File: src/rtl/calc1_port_scheduler.sv
// Four-port command front end sharing a single ALU.
// Each port collects a two-operand command; a round-robin controller issues one op at a time.
module calc1_port_scheduler #(
    parameter int unsigned TIMEOUT = 15
) (
    input  logic        c_clk,
    input  logic        reset,
    input  logic [3:0]  req1_cmd_in,
    input  logic [3:0]  req2_cmd_in,
    input  logic [3:0]  req3_cmd_in,
    input  logic [3:0]  req4_cmd_in,
    input  logic [31:0] req1_data_in,
    input  logic [31:0] req2_data_in,
    input  logic [31:0] req3_data_in,
    input  logic [31:0] req4_data_in,
    output logic [31:0] out_data1,
    output logic [31:0] out_data2,
    output logic [31:0] out_data3,
    output logic [31:0] out_data4,
    output logic [1:0]  out_resp1,
    output logic [1:0]  out_resp2,
    output logic [1:0]  out_resp3,
    output logic [1:0]  out_resp4,
    output logic        alu_req,
    output logic [3:0]  alu_cmd,
    output logic [31:0] alu_a,
    output logic [31:0] alu_b,
    input  logic        alu_done,
    input  logic [31:0] alu_result,
    input  logic [1:0]  alu_resp
);

    localparam int unsigned TW = (TIMEOUT > 1) ? $clog2(TIMEOUT + 1) : 1;

    typedef enum logic [1:0] {PIdle, POpnd2, PPend, PResp} port_state_e;
    typedef enum logic {CIdle, CIssue} ctrl_state_e;

    logic [3:0]  cmd_in  [4];
    logic [31:0] data_in [4];

    port_state_e pst_q   [4];
    port_state_e pst_d   [4];
    logic [3:0]  cmd_q   [4];
    logic [3:0]  cmd_d   [4];
    logic [31:0] a_q     [4];
    logic [31:0] a_d     [4];
    logic [31:0] b_q     [4];
    logic [31:0] b_d     [4];
    logic [31:0] rdata_q [4];
    logic [31:0] rdata_d [4];
    logic [1:0]  rresp_q [4];
    logic [1:0]  rresp_d [4];

    ctrl_state_e   cst_q, cst_d;
    logic [1:0]    rr_q, rr_d;
    logic [1:0]    gnt_q, gnt_d;
    logic [TW-1:0] tmr_q, tmr_d;
    logic          issue_done, issue_abort, found;

    assign cmd_in[0]  = req1_cmd_in;
    assign cmd_in[1]  = req2_cmd_in;
    assign cmd_in[2]  = req3_cmd_in;
    assign cmd_in[3]  = req4_cmd_in;
    assign data_in[0] = req1_data_in;
    assign data_in[1] = req2_data_in;
    assign data_in[2] = req3_data_in;
    assign data_in[3] = req4_data_in;

    function automatic logic cmd_valid(input logic [3:0] c);
        return (c == 4'd1) || (c == 4'd2) || (c == 4'd5) || (c == 4'd6);
    endfunction

    // Controller: round-robin grant from rr, then hold the op until done or timeout.
    always_comb begin
        cst_d       = cst_q;
        rr_d        = rr_q;
        gnt_d       = gnt_q;
        tmr_d       = tmr_q;
        issue_done  = 1'b0;
        issue_abort = 1'b0;
        found       = 1'b0;
        case (cst_q)
            CIdle: begin
                for (int k = 0; k < 4; k++) begin
                    logic [1:0] idx;
                    idx = rr_q + 2'(k);
                    if (!found && pst_q[idx] == PPend && cmd_valid(cmd_q[idx])) begin
                        found = 1'b1;
                        gnt_d = idx;
                    end
                end
                if (found) begin
                    rr_d  = gnt_d + 2'd1;
                    tmr_d = '0;
                    cst_d = CIssue;
                end
            end
            CIssue: begin
                if (alu_done) begin
                    issue_done = 1'b1;
                    cst_d      = CIdle;
                end else if (tmr_q == TW'(TIMEOUT - 1)) begin
                    issue_abort = 1'b1;
                    cst_d       = CIdle;
                end else begin
                    tmr_d = tmr_q + 1'b1;
                end
            end
            default: cst_d = CIdle;
        endcase
    end

    // Per-port FSMs; commands are only looked at in PIdle.
    always_comb begin
        for (int i = 0; i < 4; i++) begin
            pst_d[i]   = pst_q[i];
            cmd_d[i]   = cmd_q[i];
            a_d[i]     = a_q[i];
            b_d[i]     = b_q[i];
            rdata_d[i] = rdata_q[i];
            rresp_d[i] = rresp_q[i];
            case (pst_q[i])
                PIdle: begin
                    if (cmd_in[i] != 4'd0) begin
                        cmd_d[i] = cmd_in[i];
                        a_d[i]   = data_in[i];
                        pst_d[i] = POpnd2;
                    end
                end
                POpnd2: begin
                    b_d[i] = data_in[i];
                    if (cmd_valid(cmd_q[i])) begin
                        pst_d[i] = PPend;
                    end else begin
                        rdata_d[i] = '0;
                        rresp_d[i] = 2'd2;
                        pst_d[i]   = PResp;
                    end
                end
                PPend: begin
                    if (cst_q == CIssue && gnt_q == 2'(i)) begin
                        if (issue_done) begin
                            rdata_d[i] = alu_result;
                            rresp_d[i] = alu_resp;
                            pst_d[i]   = PResp;
                        end else if (issue_abort) begin
                            rdata_d[i] = '0;
                            rresp_d[i] = 2'd3;
                            pst_d[i]   = PResp;
                        end
                    end
                end
                PResp:   pst_d[i] = PIdle;
                default: pst_d[i] = PIdle;
            endcase
        end
    end

    always_ff @(posedge c_clk or negedge reset) begin
        if (!reset) begin
            cst_q <= CIdle;
            rr_q  <= 2'd0;
            gnt_q <= 2'd0;
            tmr_q <= '0;
            for (int i = 0; i < 4; i++) begin
                pst_q[i]   <= PIdle;
                cmd_q[i]   <= '0;
                a_q[i]     <= '0;
                b_q[i]     <= '0;
                rdata_q[i] <= '0;
                rresp_q[i] <= '0;
            end
        end else begin
            cst_q <= cst_d;
            rr_q  <= rr_d;
            gnt_q <= gnt_d;
            tmr_q <= tmr_d;
            for (int i = 0; i < 4; i++) begin
                pst_q[i]   <= pst_d[i];
                cmd_q[i]   <= cmd_d[i];
                a_q[i]     <= a_d[i];
                b_q[i]     <= b_d[i];
                rdata_q[i] <= rdata_d[i];
                rresp_q[i] <= rresp_d[i];
            end
        end
    end

    assign out_data1 = (pst_q[0] == PResp) ? rdata_q[0] : '0;
    assign out_data2 = (pst_q[1] == PResp) ? rdata_q[1] : '0;
    assign out_data3 = (pst_q[2] == PResp) ? rdata_q[2] : '0;
    assign out_data4 = (pst_q[3] == PResp) ? rdata_q[3] : '0;
    assign out_resp1 = (pst_q[0] == PResp) ? rresp_q[0] : '0;
    assign out_resp2 = (pst_q[1] == PResp) ? rresp_q[1] : '0;
    assign out_resp3 = (pst_q[2] == PResp) ? rresp_q[2] : '0;
    assign out_resp4 = (pst_q[3] == PResp) ? rresp_q[3] : '0;

    assign alu_req = (cst_q == CIssue);
    assign alu_cmd = alu_req ? cmd_q[gnt_q] : '0;
    assign alu_a   = alu_req ? a_q[gnt_q]   : '0;
    assign alu_b   = alu_req ? b_q[gnt_q]   : '0;

endmodule

File: config.mk
export PLATFORM = sky130hd
export DESIGN_NAME = calc1_port_scheduler
export DESIGN_NICKNAME = d
export VERILOG_FILES = /design/src/rtl/calc1_port_scheduler.sv
export SDC_FILE = /design/constraint.sdc
export NUM_CORES = 1
export LEC_CHECK = 0
export CAP_MARGIN = 0
export CORE_MARGIN = 2
export CORE_UTILIZATION = 47
export DETAILED_ROUTE_END_ITERATION = 10
export PLACE_DENSITY = 0.74
export SLEW_MARGIN = 20
export SYNTH_ARGS = -nofsm -noshare
export SYNTH_HDL_FRONTEND = slang
export SYNTH_SLANG_ARGS = --single-unit
File: constraint.sdc
create_clock -name c_clk -period 2.21 [get_ports c_clk]
set_input_delay 0.221 -clock c_clk [delete_from_list [all_inputs] [get_ports c_clk]]
set_output_delay 0.221 -clock c_clk [all_outputs]
set_load 0.02 [all_outputs]
==> summary.md, run 1 <==
| Metric | Value |
|---|---|
| Max Fanout on Critical Path | 6 |
| Final hold violation count | 0 |
| Power share of the sequential group | 31.7% |
| Die area | 43860 um2 |
| Antenna violations before repair | 16 |
| Worst R2R Setup Slack | 0.04 ns |
| Slew @ Worst Pin | 0.4643 ns |
| Top_reg_cell synth | sky130_fd_sc_hd__dfrtp_1 |
| Die Wd | 209.4 um |
| Clock latency at the later pin of the worst-skew pair | 0.59 ns |
| Total via count after detailed routing | 14770 |
| Element type at the critical path start | flop |
| Number of filler cells placed in the layout | 3136 |
| Pin count of the biggest net entering global routing | 85 |
| First-iteration detailed-routing DRC count | 825 |
| Unrepaired setup endpoints after global routing | yes |
| Static leakage power | 0.01179 uW |
| Final Slew Violations | 0 |
| Crit path DAT | 2.29 ns |
| Per-cell routed wire length | 21.96 um |
| Io pins | 386 |
| Count of cell types in the netlist | 58 |
| Inst Count DP | 2544 |
| Combinational group share of total power | 47.5% |
| Critical Path Sink Type | output port |
| Overall routing resource usage | 26.46% |
| Number of synthesized register bits | 425 |
| Register Area | 10650 um2 |
| Global placement routability congestion | 0.8851 |
| Vias in the first global route | 15440 |
| Count of H-tree levels built during CTS | 2 |
| Clock tree from TritonCTS | built |
| Status | finished, violations left |
| Synthesis warning total | 0 |
| Area of the multi-input gates | 8979 um2 |
| Setup violators final | 68 |
| Global-route wire length before repair | 89200 um |
| Height of the die | 209.4 um |
| Power density over the cells | 1518 nW/um2 |
| Worst supply voltage drop on vdd | 0.001013 V |
| Proportion of synthesized chip area in sequential cells | 53.62% |
| Maximum clock frequency | 398.9 MHz |
| Number of synthesized flops with an enable pin | 0 |
| Worst Clk Skew | 0.02012 ns |
| Power spent charging and discharging nets | 14520 uW |
| Share of the clock period used by the worst path | 113.4% |
| Share of post-route cells with drive strength above 1 | 34.04% |
| Part of the total power dissipated in the clock network | 20.8% |
| Max-Cap Viols | 0 |
| GRT overflow | 0 |
| Area added between synthesis and finish | 37.02% |
| Fraction of power spent switching nets | 35.19% |
| Type of the tightest min-delay check | primary input to async pin |
| Number of nets with antenna violations after detailed routing | 0 |
| Share of the core filled with cells | 65.08% |
| Standard cell core area | 41760 um2 |
| Detailed-route vias per instance | 5.532 |
| Standard-cell rows | 75 |
| Non-filler cells, final | 2670 |
| Maximum buffer depth of the clock tree | 3 |
| Clock net sink count | 425 |
| Final TNS setup | -15.63 ns |
| Pre-Repair DR Iteration Count | 5 |
| Number of buffers inserted by port buffering | 385 |
| Worst-case hold slack | 0.1491 ns |
| Syn_nets | 1871 |
| Final HPWL DP | 39190 um |
| Detailed-route DRC error count | 0 |
| Buffer type at the clock tree root | sky130_fd_sc_hd__clkbuf_16 |
| Post-synthesis average cell area | 11.88 um2 |
| Max-Slew Margin vs Limit | 68.76% |
| Initial core utilization | 47.50% |
| Async set or reset register ratio after synthesis | 100.0% |
| Crit path setup slack, layout | -0.2969 ns |
| Clock transition at the register clock pins on the worst setup and hold paths after CTS | 0.06 ns |
| Time the worst path needs with I/O delays and setup | 2.507 ns |
| Failing checks | negative setup slack |
| Critical path start-end classification | flop to output port |
| Internal power | 26740 uW |
| Data required time of the critical path | 1.99 ns |
| Clock buffers created by TritonCTS | 46 |
| Number of instances in the synthesized netlist | 1669 |
| Combined area of all synthesized cells | 19840 um2 |
| Overall routed net length | 58640 um |
| Final nets | 2284 |
-- final cells by class --
| type | instances | share of cell area (%) |
|---|---|---|
| Antenna cell | 13 | 0.1197 |
| Clock buffer | 62 | 4.866 |
| Clock inverter | 22 | 1.395 |
| Inverter | 13 | 0.1795 |
| Multi-Input combinational cell | 1114 | 33.04 |
| Sequential cell | 425 | 39.20 |
| Tap cell | 539 | 2.481 |
| Timing Repair Buffer | 482 | 18.73 |
-- registers in the layout, summed over array words and instances (netlist names) --
| name | count |
|---|---|
| rr_q | 2 |
| tmr_q | 4 |
| cmd_q | 16 |
| rdata_q | 128 |
| pst_q | 8 |
| gnt_q | 2 |
| rresp_q | 8 |
| a_q | 128 |
| b_q | 128 |
| alu_req | 1 |
-- through the flow --
step	setup WS (ns)	instance area (um2)	power, uW
4_1_cts	-0.3862	26930	40550
5_1_grt	-0.3391	27170	43330
2_1_floorplan	0.08991	19840	23830
6_report	-0.2969	27180	41260
3_3_place_gp	-0.1101	24870	30200
3_5_place_dp	-0.1382	24870	30750
-- kinds of logic after synthesis --
| logic type | after synthesis | share of synthesized area [%] |
|---|---|---|
| simple gates | 555 | 13.81 |
| flops | 425 | 53.62 |
| mux | 328 | 22.49 |
| compound gates | 202 | 5.866 |
| buf+inv | 130 | 2.492 |
| fa+ha+maj | 21 | 1.325 |
| xor+xnor | 8 | 0.3911 |
-- critical path, cell delays in order (launching register included) --
cell                        delay (ns)
sky130_fd_sc_hd__dfrtp_4          0.42
sky130_fd_sc_hd__buf_12           0.14
sky130_fd_sc_hd__buf_12           0.16
sky130_fd_sc_hd__clkbuf_16        0.17
sky130_fd_sc_hd__mux4_2           0.50
sky130_fd_sc_hd__and2_4           0.18
sky130_fd_sc_hd__buf_6            0.12
-- cells in the mapped netlist, drive strengths merged (2+ instances only) --
library cell  count  area, um2
dfrtp           425      10640
nand2           291       1095
mux2            259       2917
and2            204       1276
o21ai           150      750.7
clkbuf          104      390.4
mux4             68       1535
ha               21      262.8
buf              13      55.05
inv              13      48.80
a22o             12      105.1
nor2             12      45.04
nand3             8      40.04
and3              7      46.29
nand2b            6      37.54
nor2b             6      37.54
nor4              5      31.28
o31ai             5      37.54
a21boi            4      30.02
a21oi             4      20.02
a31oi             4      25.02
o211ai            4      30.03
xnor2             4      35.03
xor2              4      42.55
nor4b             3      26.28
a21o              2      15.01
a31o              2      17.52
a32oi             2      17.52
and4              2      18.77
nand3b            2      15.01
nand4             2      12.51
o21a              2      15.01
o31a              2      17.52
or4               2      15.01
-- power groups by stage --
stage / Sequential, uW / Clock [uW] / Combinational (uW)
floorplan: 12200 / 0 / 11600
global placement: 13100 / 0 / 17100
detailed placement: 13200 / 0 / 17600
CTS: 13000 / 8680 / 18800
global route: 13500 / 9000 / 20900
finish: 13100 / 8560 / 19600
-- worst paths after layout --
kind                                     start            to  cells past startpoint
worst min register to register    rdata_q[124]  rdata_q[124]                      2
max in group asynchronous                reset       a_q[83]                      4
min in group c_clk              req2_cmd_in[3]     cmd_q[11]                      3
worst max register to register        cmd_q[7]      gnt_q[0]                      6
worst min-delay path                     reset      a_q[121]                      2
worst max-delay path                  gnt_q[0]     alu_a[23]                      6
-- per-layer routing --
metal / up-vias / track usage (%) / part of all wire [%]
met5: - / 0 / 0.024
met4: 2 / 11.21 / 3.7
li1: 6620 / - / -
met2: 550 / 43.83 / 49
met1: 7466 / 33.58 / 40
met3: 132 / 6.135 / 7.0
-- cell usage in the layout (no fill, tap or decap), types with 6 or more instances in the layout --
cell and count:
sky130_fd_sc_hd__a22o_1 12, sky130_fd_sc_hd__and2_1 135, sky130_fd_sc_hd__and2_4 69, sky130_fd_sc_hd__buf_12 34
sky130_fd_sc_hd__buf_2 10, sky130_fd_sc_hd__buf_4 44, sky130_fd_sc_hd__buf_6 77, sky130_fd_sc_hd__bufinv_16 9
sky130_fd_sc_hd__clkbuf_1 6, sky130_fd_sc_hd__clkbuf_16 50, sky130_fd_sc_hd__clkbuf_2 24, sky130_fd_sc_hd__clkbuf_8 9
sky130_fd_sc_hd__clkdlybuf4s15_1 53, sky130_fd_sc_hd__clkdlybuf4s15_2 10, sky130_fd_sc_hd__clkdlybuf4s50_1 179, sky130_fd_sc_hd__dfrtp_1 415
sky130_fd_sc_hd__dfrtp_2 8, sky130_fd_sc_hd__diode_2 13, sky130_fd_sc_hd__dlygate4sd2_1 39, sky130_fd_sc_hd__ha_1 15
sky130_fd_sc_hd__inv_1 12, sky130_fd_sc_hd__mux2_2 259, sky130_fd_sc_hd__mux4_2 68, sky130_fd_sc_hd__nand2_1 290
sky130_fd_sc_hd__nand3_1 8, sky130_fd_sc_hd__nor2_1 12, sky130_fd_sc_hd__nor2b_1 6, sky130_fd_sc_hd__o21ai_0 146
-- timing repair --
item                                   in CTS  in global routing
hold buffers                                1                  0
setup buffers                              17                  6
endpoints found under the hold margin     155                  0
pin swaps                                   0                  1
resized for setup                         640                167
setup endpoints to repair                 205                201
gates cloned                                5                  3
No activity file was read; power rests on OpenSTA's default activity.
==> run 2: changes to the inputs <==
--- a/config.mk
+++ b/config.mk
@@ -5,11 +5,14 @@
 export SDC_FILE = /design/constraint.sdc
 export NUM_CORES = 1
 export LEC_CHECK = 0
+export ABC_AREA = 1
 export CAP_MARGIN = 0
 export CORE_MARGIN = 2
-export CORE_UTILIZATION = 47
+export CORE_UTILIZATION = 55
 export DETAILED_ROUTE_END_ITERATION = 10
-export PLACE_DENSITY = 0.74
+export DONT_BUFFER_PORTS = 1
+export PLACE_DENSITY = 0.71
+export REMOVE_ABC_BUFFERS = 1
 export SLEW_MARGIN = 20
 export SYNTH_ARGS = -nofsm -noshare
 export SYNTH_HDL_FRONTEND = slang
==> summary.md, run 2 <==
| Metric | Value |
|---|---|
| Depth of the worst register-to-register path | 11 (+5) |
| Clock transition at the register clock pins on the worst setup and hold paths after CTS | 0.06 ns (about the same) |
| Share of the synthesized area in the top cell type | 52.44% (-1.2 points) |
| Number of instances in the synthesized netlist | 2270 (+36%) |
| Total via count after detailed routing | 18060 (+22%) |
| Critical path start-end classification | flop to output port |
| Critical Path, Cell by Cell | nor2_4 > buf_12 > buf_12 > buf_12 > a22oi_2 > a31oi_1 > buf_4 |
| Main area contributors after synthesis | sky130_fd_sc_hd__dfrtp_1, sky130_fd_sc_hd__nand2_1, sky130_fd_sc_hd__mux2_2 |
| Internal power | 24750 uW (-7.4%) |
| Tot Pwr | 43530 uW (+5.5%) |
| Slew @ Worst Pin | 1.556 ns (+1.092 ns) |
| Initial core utilization | 55.66% (+8.2 points) |
| Overall routed net length | 69480 um (+18%) |
| Clock latency at the later pin of the worst-skew pair | 0.60 ns (about the same) |
| Count of cell types in the netlist | 34 (-41%) |
| Most common cell after layout, fill and taps aside | sky130_fd_sc_hd__nand2_1 |
| Most repeated library cell on the critical path | sky130_fd_sc_hd__buf_12 |
| Unrepaired setup endpoints after global routing | yes |
| Async set or reset register ratio after synthesis | 100.0% (unchanged) |
| GRT Max-Usage Layer | met2 |
| Synth top cells by count | sky130_fd_sc_hd__nand2_1, sky130_fd_sc_hd__dfrtp_1, sky130_fd_sc_hd__inv_1 |
| Static leakage power | 0.01254 uW (+6.3%) |
| Global placement routability congestion | 0.9163 (+3.5%) |
| Count of H-tree levels built during CTS | 2 (unchanged) |
| Synthesis warning total | 0 (unchanged) |
| Worst R2R Setup Slack | 0.11 ns (+0.07 ns) |
| Failing checks | negative hold slack, max-slew violations, negative setup slack |
| Pin count of the biggest net entering global routing | 426 (+400%) |
| Max-Slew Margin vs Limit | -3.763% (-73 points) |
| Detailed-route vias per instance | 6.002 (+8.5%) |
| Number of buffers inserted by port buffering | 0 (-100%) |
| Buffer type at the clock tree root | sky130_fd_sc_hd__clkbuf_16 |
| Die area | 38420 um2 (-12%) |
| Setup violators final | 67 (-1.5%) |
| Parity-gate share of the synthesized area counting xor and xnor cells | 0.2221% (-0.17 points) |
| Worst supply voltage drop on vdd | 0.001312 V (+29%) |
| Overall routing resource usage | 34.13% (+7.7 points) |
| Number of synthesized register bits | 425 (unchanged) |
| Final nets | 2702 (+18%) |
| Area added between synthesis and finish | 29.30% |
| Portion of netlist area occupied by mux cells | 10.66% (-12 points) |
| Maximum buffer depth of the clock tree | 3 (unchanged) |
| Share of post-route cells with drive strength above 1 | 21.83% (-12 points) |
| Combined area of all synthesized cells | 20280 um2 (+2.2%) |
| Final Slew Violations | 86 (+86) |
| Power density over the cells | 1660 nW/um2 (+9.4%) |
| Part of the total power dissipated in the clock network | 18.0% (-2.8 points) |
| Standard cell core area | 36430 um2 (-13%) |
| Post-synthesis share of cell area spent on and, or, nand and nor gates | 15.97% (+2.2 points) |
| Regs by FF count | a_q x128, b_q x128, rdata_q x128 |
| Worst Path Buf+Inv | 4 (unchanged) |
| Status | finished, violations left |
| Detailed-route DRC error count | 0 (unchanged) |
| CP max stage delay | 0.46 ns (-0.04 ns) |
| Family of cells with the greatest summed delay on the critical path | buffers and inverters |
| Number of synthesized flops with an enable pin | 0 (unchanged) |
| Share of the core filled with cells | 71.97% (+6.9 points) |
| Type of the tightest min-delay check | primary input to async pin |
| Vias in the first global route | 18140 (+17%) |
| Time the worst path needs with I/O delays and setup | 2.444 ns (-0.06291 ns) |
| Clock tree from TritonCTS | built |
| Worst-case hold slack | -0.6633 ns (-0.8124 ns) |
| FF-to-FF End | rdata_q[73] |
| Most frequent cells in the layout | sky130_fd_sc_hd__nand2_1, sky130_fd_sc_hd__dfrtp_1, sky130_fd_sc_hd__inv_1 |
| Global-route wire length before repair | 101800 um (+14%) |
| Clock buffers created by TritonCTS | 46 (unchanged) |
| Post-synthesis average cell area | 8.934 um2 (-25%) |
| Critical Path Sink Type | output port |
| GRT overflow | 0 (unchanged) |
| Top_reg_cell synth | sky130_fd_sc_hd__dfrtp_1 |
| Final hold violation count | 425 (+425) |
| Crit path DAT | 2.22 ns (-0.07 ns) |
| GR met2 Demand/Resource | 56.94% (+13 points) |
| Die Wd | 196.0 um (-6.4%) |
| Crit path setup slack, layout | -0.2340 ns (+0.06291 ns) |
| Fraction of power spent switching nets | 43.13% (+7.9 points) |
| Share of the clock period used by the worst path | 110.6% (-2.8 points) |
| Height of the die | 196.0 um (-6.4%) |
| Element type at the critical path start | flop |
| Cell taking the most area after synthesis | sky130_fd_sc_hd__dfrtp_1 |
| Slowest stage cell, crit path | sky130_fd_sc_hd__dfrtp_2 |
| Start of the worst register-to-register path | tmr_q[0] |
| Adder and majority gate portion of the synthesized area | 1.296% (-0.029 points) |
| Synthesized-area fraction occupied by ao, oa, aoi and oai cells | 11.13% (+5.3 points) |
| Io pins | 386 (unchanged) |
| Dominant combinational cell family by area after synthesis | simple AND/OR/NAND/NOR gates |
| Per-cell routed wire length | 23.09 um (+5.1%) |
| Worst Clk Skew | 0.02144 ns (+0.001324 ns) |
| First-iteration detailed-routing DRC count | 1438 (+74%) |
| Max-Cap Viols | 0 (unchanged) |
| Global-route track usage on met1 | 41.95% (+8.4 points) |
| Clock net sink count | 425 (unchanged) |
| Combinational group share of total power | 50.5% (+3.0 points) |
| Pre-Repair DR Iteration Count | 7 (+2) |
| Data required time of the critical path | 1.99 ns (about the same) |
| Final HPWL DP | 37630 um (-4.0%) |
| Number of nets with antenna violations after detailed routing | 0 (unchanged) |
| Antenna violations before repair | 8 (-8) |
| Max Fanout on Critical Path | 7 (+1) |
| Proportion of synthesized chip area in sequential cells | 52.44% (-1.2 points) |
| Power spent charging and discharging nets | 18780 uW (+29%) |
| Maximum clock frequency | 409.2 MHz (+2.6%) |
| Leading cell type by number of instances after synthesis | sky130_fd_sc_hd__nand2_1 |
| Count of hold-fix buffers inserted at cts | 179 (+178) |
| Power share of the sequential group | 31.5% (-0.2 points) |
| Met3 Use GR | 7.633% (+1.5 points) |
| Standard-cell rows | 70 (-6.7%) |
run 2: changes by cell type after synthesis, moves of 20 or more:
| cell | previous run | this run |
|---|---|---|
| sky130_fd_sc_hd__buf_2 | 5 | 25 |
| sky130_fd_sc_hd__o22ai_1 | 1 | 33 |
| sky130_fd_sc_hd__a31oi_1 | 4 | 33 |
| sky130_fd_sc_hd__inv_1 | 13 | 277 |
| sky130_fd_sc_hd__nand3_1 | 8 | 92 |
| sky130_fd_sc_hd__a221oi_1 | 0 | 35 |
| sky130_fd_sc_hd__nand2_1 | 290 | 595 |
| sky130_fd_sc_hd__mux2_2 | 259 | 192 |
| sky130_fd_sc_hd__nor2_1 | 12 | 99 |
| sky130_fd_sc_hd__and2_1 | 204 | 0 |
| sky130_fd_sc_hd__a22oi_1 | 0 | 33 |
| sky130_fd_sc_hd__mux4_2 | 67 | 0 |
| sky130_fd_sc_hd__o21ai_0 | 146 | 241 |
run 2: area by class of cell:
type / count / area, um2
fillers: 2466 / 10210
flip-flops and latches: 425 / 10640
multi-input cells: 1415 / 8690
clock buffers: 64 / 1340
diodes: 8 / 20.02
repair buffers: 328 / 3687
clock inverters: 17 / 187.7
inverters: 284 / 1074
well taps: 468 / 585.6
run 2: worst max-delay path by stage:
stage             start          end  slack [ns]  depth (start not counted)
6_report       gnt_q[0]     alu_a[6]       -0.23                          7
3_5_place_dp   tmr_q[0]  rdata_q[85]        0.13                         11
4_1_cts        gnt_q[1]   alu_cmd[0]       -0.16                          7
5_1_grt        gnt_q[0]     alu_a[6]       -0.25                          7
2_1_floorplan  gnt_q[0]   alu_cmd[3]       -2.27                          4
3_3_place_gp   tmr_q[0]  rdata_q[71]        0.21                         11
run 2: logic make-up after synthesis:
logic type / after synthesis
fa+ha+maj: 21
mux: 192
compound gates: 390
flops: 425
simple gates: 809
xor+xnor: 3
buf+inv: 430
run 2: worst reg2reg max path: stages, from the launching register on:
cell                      delay [ns]
sky130_fd_sc_hd__dfrtp_1        0.41
sky130_fd_sc_hd__inv_1          0.13
sky130_fd_sc_hd__ha_1           0.17
sky130_fd_sc_hd__nand3_1        0.12
sky130_fd_sc_hd__nand2_1        0.10
sky130_fd_sc_hd__nand2_2        0.09
sky130_fd_sc_hd__o31ai_2        0.27
sky130_fd_sc_hd__buf_4          0.16
sky130_fd_sc_hd__nand2_2        0.06
sky130_fd_sc_hd__buf_12         0.19
sky130_fd_sc_hd__nand2_1        0.16
sky130_fd_sc_hd__o21ai_0        0.09
run 2: metrics by stage:
stage                     cell area (um2)  hold slack, ns  TNS, ns  setup WS [ns]  std cells
after floorplan                     19670        -0.07459  -316.78         -2.272       2124
after global placement              21390        -0.06514        0         0.2051       2704
after detailed placement            21390        -0.06619        0         0.1310       2704
after CTS                           25590         -0.6871   -7.005        -0.1648       2989
after global routing                26210         -0.6772   -11.12        -0.2501       3004
final                               26220         -0.6633   -8.031        -0.2340       3009
run 2: routing by layer:
layer	part of all wire, %	vias up
met2	48	1079
met1	38	8868
met4	5.3	4
met3	9.0	260
li1	-	7848
met5	0.033	-
run 2: repair_timing:
item,4_1_cts,5_1_grt
endpoints found under the setup margin,69,129
setup buffers,16,5
endpoints found under the hold margin,834,425
pin swaps,11,27
gates cloned,9,9
resized for setup,94,64
run 2: power by group through the flow:
| stage | Combinational (uW) | Sequential (uW) | Clock (uW) |
|---|---|---|---|
| finish | 22000 | 13700 | 7850 |
| global route | 23300 | 14000 | 8240 |
| detailed placement | 17700 | 13300 | 0 |
| global placement | 17300 | 13100 | 0 |
| CTS | 20000 | 13300 | 7890 |
| floorplan | 11400 | 12900 | 0 |
==> run 3: changes to the inputs <==
--- a/config.mk
+++ b/config.mk
@@ -5,12 +5,13 @@
 export SDC_FILE = /design/constraint.sdc
 export NUM_CORES = 1
 export LEC_CHECK = 0
-export ABC_AREA = 1
+export ABC_AREA = 0
 export CAP_MARGIN = 0
 export CORE_MARGIN = 2
 export CORE_UTILIZATION = 55
 export DETAILED_ROUTE_END_ITERATION = 10
 export DONT_BUFFER_PORTS = 1
+export GPL_TIMING_DRIVEN = 1
 export PLACE_DENSITY = 0.71
 export REMOVE_ABC_BUFFERS = 1
 export SLEW_MARGIN = 20
==> summary.md, run 3 (synthesized netlist as in run 1, its figures left out) <==
| Metric | Value |
|---|---|
| Total via count after detailed routing | 13940 (-23%) |
| Number of nets with antenna violations after detailed routing | 0 (unchanged) |
| Final nets | 2042 (-24%) |
| Pre-Repair DR Iteration Count | 6 (-1) |
| Family of cells with the greatest summed delay on the critical path | flip-flops |
| Most repeated library cell on the critical path | sky130_fd_sc_hd__buf_12 |
| Critical path start-end classification | flop to output port |
| GR met2 Demand/Resource | 49.03% (-7.9 points) |
| Unrepaired setup endpoints after global routing | yes |
| Setup violators final | 66 (-1.5%) |
| Worst Clk Skew | 0.02058 ns (-0.0008673 ns) |
| Die area | 37600 um2 (-2.1%) |
| Clock tree from TritonCTS | built |
| Part of the total power dissipated in the clock network | 21.1% (+3.1 points) |
| Height of the die | 193.9 um (-1.1%) |
| Count of H-tree levels built during CTS | 2 (unchanged) |
| Crit path DAT | 2.15 ns (-0.07 ns) |
| Slew @ Worst Pin | 1.420 ns (-0.1362 ns) |
| Io pins | 386 (unchanged) |
| Overall routing resource usage | 29.74% (-4.4 points) |
| GRT overflow | 0 (unchanged) |
| Combinational group share of total power | 45.2% (-5.3 points) |
| Number of buffers inserted by port buffering | 0 (unchanged) |
| Critical Path Sink Type | output port |
| Final Slew Violations | 0 (-100%) |
| Regs by FF count | a_q x128, b_q x128, rdata_q x128 |
| Power spent charging and discharging nets | 13950 uW (-26%) |
| Number of filler cells placed in the layout | 2461 (-0.20%) |
| Status | finished, violations left |
| Clock buffers created by TritonCTS | 46 (unchanged) |
| Max-Slew Margin vs Limit | 5.316% (+9.1 points) |
| Power density over the cells | 1567 nW/um2 (-5.6%) |
| Pin count of the biggest net entering global routing | 426 (unchanged) |
| Element type at the critical path start | flop |
| Max Fanout on Critical Path | 6 (-1) |
| Vias in the first global route | 14720 (-19%) |
| Crit path setup slack, layout | -0.1641 ns (+0.06995 ns) |
| Most frequent cells in the layout | sky130_fd_sc_hd__dfrtp_1, sky130_fd_sc_hd__nand2_1, sky130_fd_sc_hd__mux2_2 |
| Clock transition at the register clock pins on the worst setup and hold paths after CTS | 0.06 ns (about the same) |
| Failing checks | negative hold slack, negative setup slack |
| Max-Cap Viols | 0 (unchanged) |
| Data required time of the critical path | 1.99 ns (about the same) |
| Global-route wire length before repair | 86930 um (-15%) |
| Worst Path Buf+Inv | 3 (-1) |
| Most common cell after layout, fill and taps aside | sky130_fd_sc_hd__dfrtp_1 |
| Type of the tightest min-delay check | primary input to async pin |
| GRT Max-Usage Layer | met2 |
| Final hold violation count | 425 (unchanged) |
| Fraction of power spent switching nets | 36.32% (-6.8 points) |
| Critical path startpoint | gnt_q[0] |
| Antenna violations before repair | 6 (-2) |
| Met3 Use GR | 7.219% (-0.41 points) |
| Share of post-route cells with drive strength above 1 | 30.36% (+8.5 points) |
| Die Wd | 193.9 um (-1.1%) |
| Clock net sink count | 425 (unchanged) |
| Global-route track usage on met1 | 38.25% (-3.7 points) |
| CP max stage delay | 0.49 ns (+0.03 ns) |
| Worst supply voltage drop on vdd | 0.001036 V (-21%) |
| Critical Path, Cell by Cell | buf_12 > buf_12 > buf_16 > mux4_2 > and2_4 |
| Time the worst path needs with I/O delays and setup | 2.374 ns (-0.06995 ns) |
| Internal power | 24460 uW (-1.2%) |
| Count of hold-fix buffers inserted at cts | 178 (-0.56%) |
| Detailed-route vias per instance | 5.961 (-0.68%) |
| Overall routed net length | 55550 um (-20%) |
| Power share of the sequential group | 33.7% (+2.2 points) |
| Per-cell routed wire length | 23.75 um (+2.8%) |
| Maximum clock frequency | 421.2 MHz (+2.9%) |
| Buffer type at the clock tree root | sky130_fd_sc_hd__clkbuf_16 |
| Slowest stage cell, crit path | sky130_fd_sc_hd__dfrtp_4 |
| Share of the core filled with cells | 68.94% (-3.0 points) |
| Start of the worst register-to-register path | cmd_q[1] |
| Worst-case hold slack | -0.6427 ns (+0.02055 ns) |
| Final HPWL DP | 32850 um (-13%) |
| First-iteration detailed-routing DRC count | 808 (-44%) |
| Static leakage power | 0.01037 uW (-17%) |
| Standard cell core area | 35570 um2 (-2.4%) |
| Tot Pwr | 38420 uW (-12%) |
| Share of the clock period used by the worst path | 107.4% (-3.2 points) |
| Clock latency at the later pin of the worst-skew pair | 0.58 ns (-0.02 ns) |
| Maximum buffer depth of the clock tree | 3 (unchanged) |
| Area added between synthesis and finish | 23.62% |
| Global placement routability congestion | 0.8704 (-5.0%) |
| Standard-cell rows | 69 (-1.4%) |
| Detailed-route DRC error count | 0 (unchanged) |
| Initial core utilization | 55.77% (+0.11 points) |
==> run 3: area by class of cell <==
cell class / count / area [um2] / area share (%)
sequential: 425 / 10640 / 43.40
multi-input combinational: 1114 / 8965 / 36.56
timing repair buffer: 240 / 2685 / 10.95
clock buffer: 62 / 1311 / 5.347
tap: 461 / 576.8 / 2.352
clock inverter: 20 / 282.8 / 1.153
inverter: 13 / 48.80 / 0.1990
antenna: 4 / 10.01 / 0.04082
==> run 3: what timing repair did <==
item,4_1_cts,5_1_grt
endpoints found under the hold margin,835,425
pin swaps,0,0
setup buffers,9,1
setup endpoints to repair,70,155
gates resized for setup,142,27
cloned,5,1
==> run 3: path summary, 6_finish.rpt <==
check                              endpoint  slack [ns]  cells past startpoint
worst max-delay path              alu_a[13]       -0.16                      5
worst min-delay path             rdata_q[0]       -0.64                      0
worst max register to register      rr_q[1]        0.05                      7
worst min register to register  rdata_q[99]        0.47                      2
max in group asynchronous          gnt_q[0]        1.61                      0
min in group c_clk               rresp_q[4]        0.06                      3
==> run 3: worst register-to-register path, cell delays in order, from the launching register on <==
cell and delay (ns):
sky130_fd_sc_hd__dfrtp_1 0.43, sky130_fd_sc_hd__xnor2_2 0.21, sky130_fd_sc_hd__o41ai_1 0.59, sky130_fd_sc_hd__o32ai_1 0.22, sky130_fd_sc_hd__o2111ai_1 0.18, sky130_fd_sc_hd__a41oi_2 0.18, sky130_fd_sc_hd__xor2_1 0.17, sky130_fd_sc_hd__o21ai_1 0.11
==> run 3: power groups by stage <==
stage | Sequential, uW | Clock (uW) | Combinational [uW]
floorplan | 12700 | 0 | 10600
global placement | 12800 | 0 | 14800
detailed placement | 13000 | 0 | 15200
CTS | 12800 | 8210 | 17000
global route | 13300 | 8570 | 18500
finish | 12900 | 8110 | 17400
==> run 3: routing by layer <==
layer | wire length (um) | vias to the layer above | part of all wire (%)
met5 | 37 | - | 0.067
met4 | 1904 | 6 | 3.4
met3 | 4431 | 128 | 8.0
met2 | 27040 | 626 | 49
met1 | 22140 | 7066 | 40
li1 | - | 6116 | -
==> run 3: per-stage QoR <==
stage	setup WS (ns)	std cells	instance area (um2)	TNS, ns
finish	-0.1641	2339	24520	-5.500
global route	-0.2049	2338	24520	-9.064
CTS	-0.1729	2334	24420	-8.026
detailed placement	0.01732	2060	20580	0
global placement	0.1057	2060	20580	0
floorplan	-2.563	1552	19390	-452.09
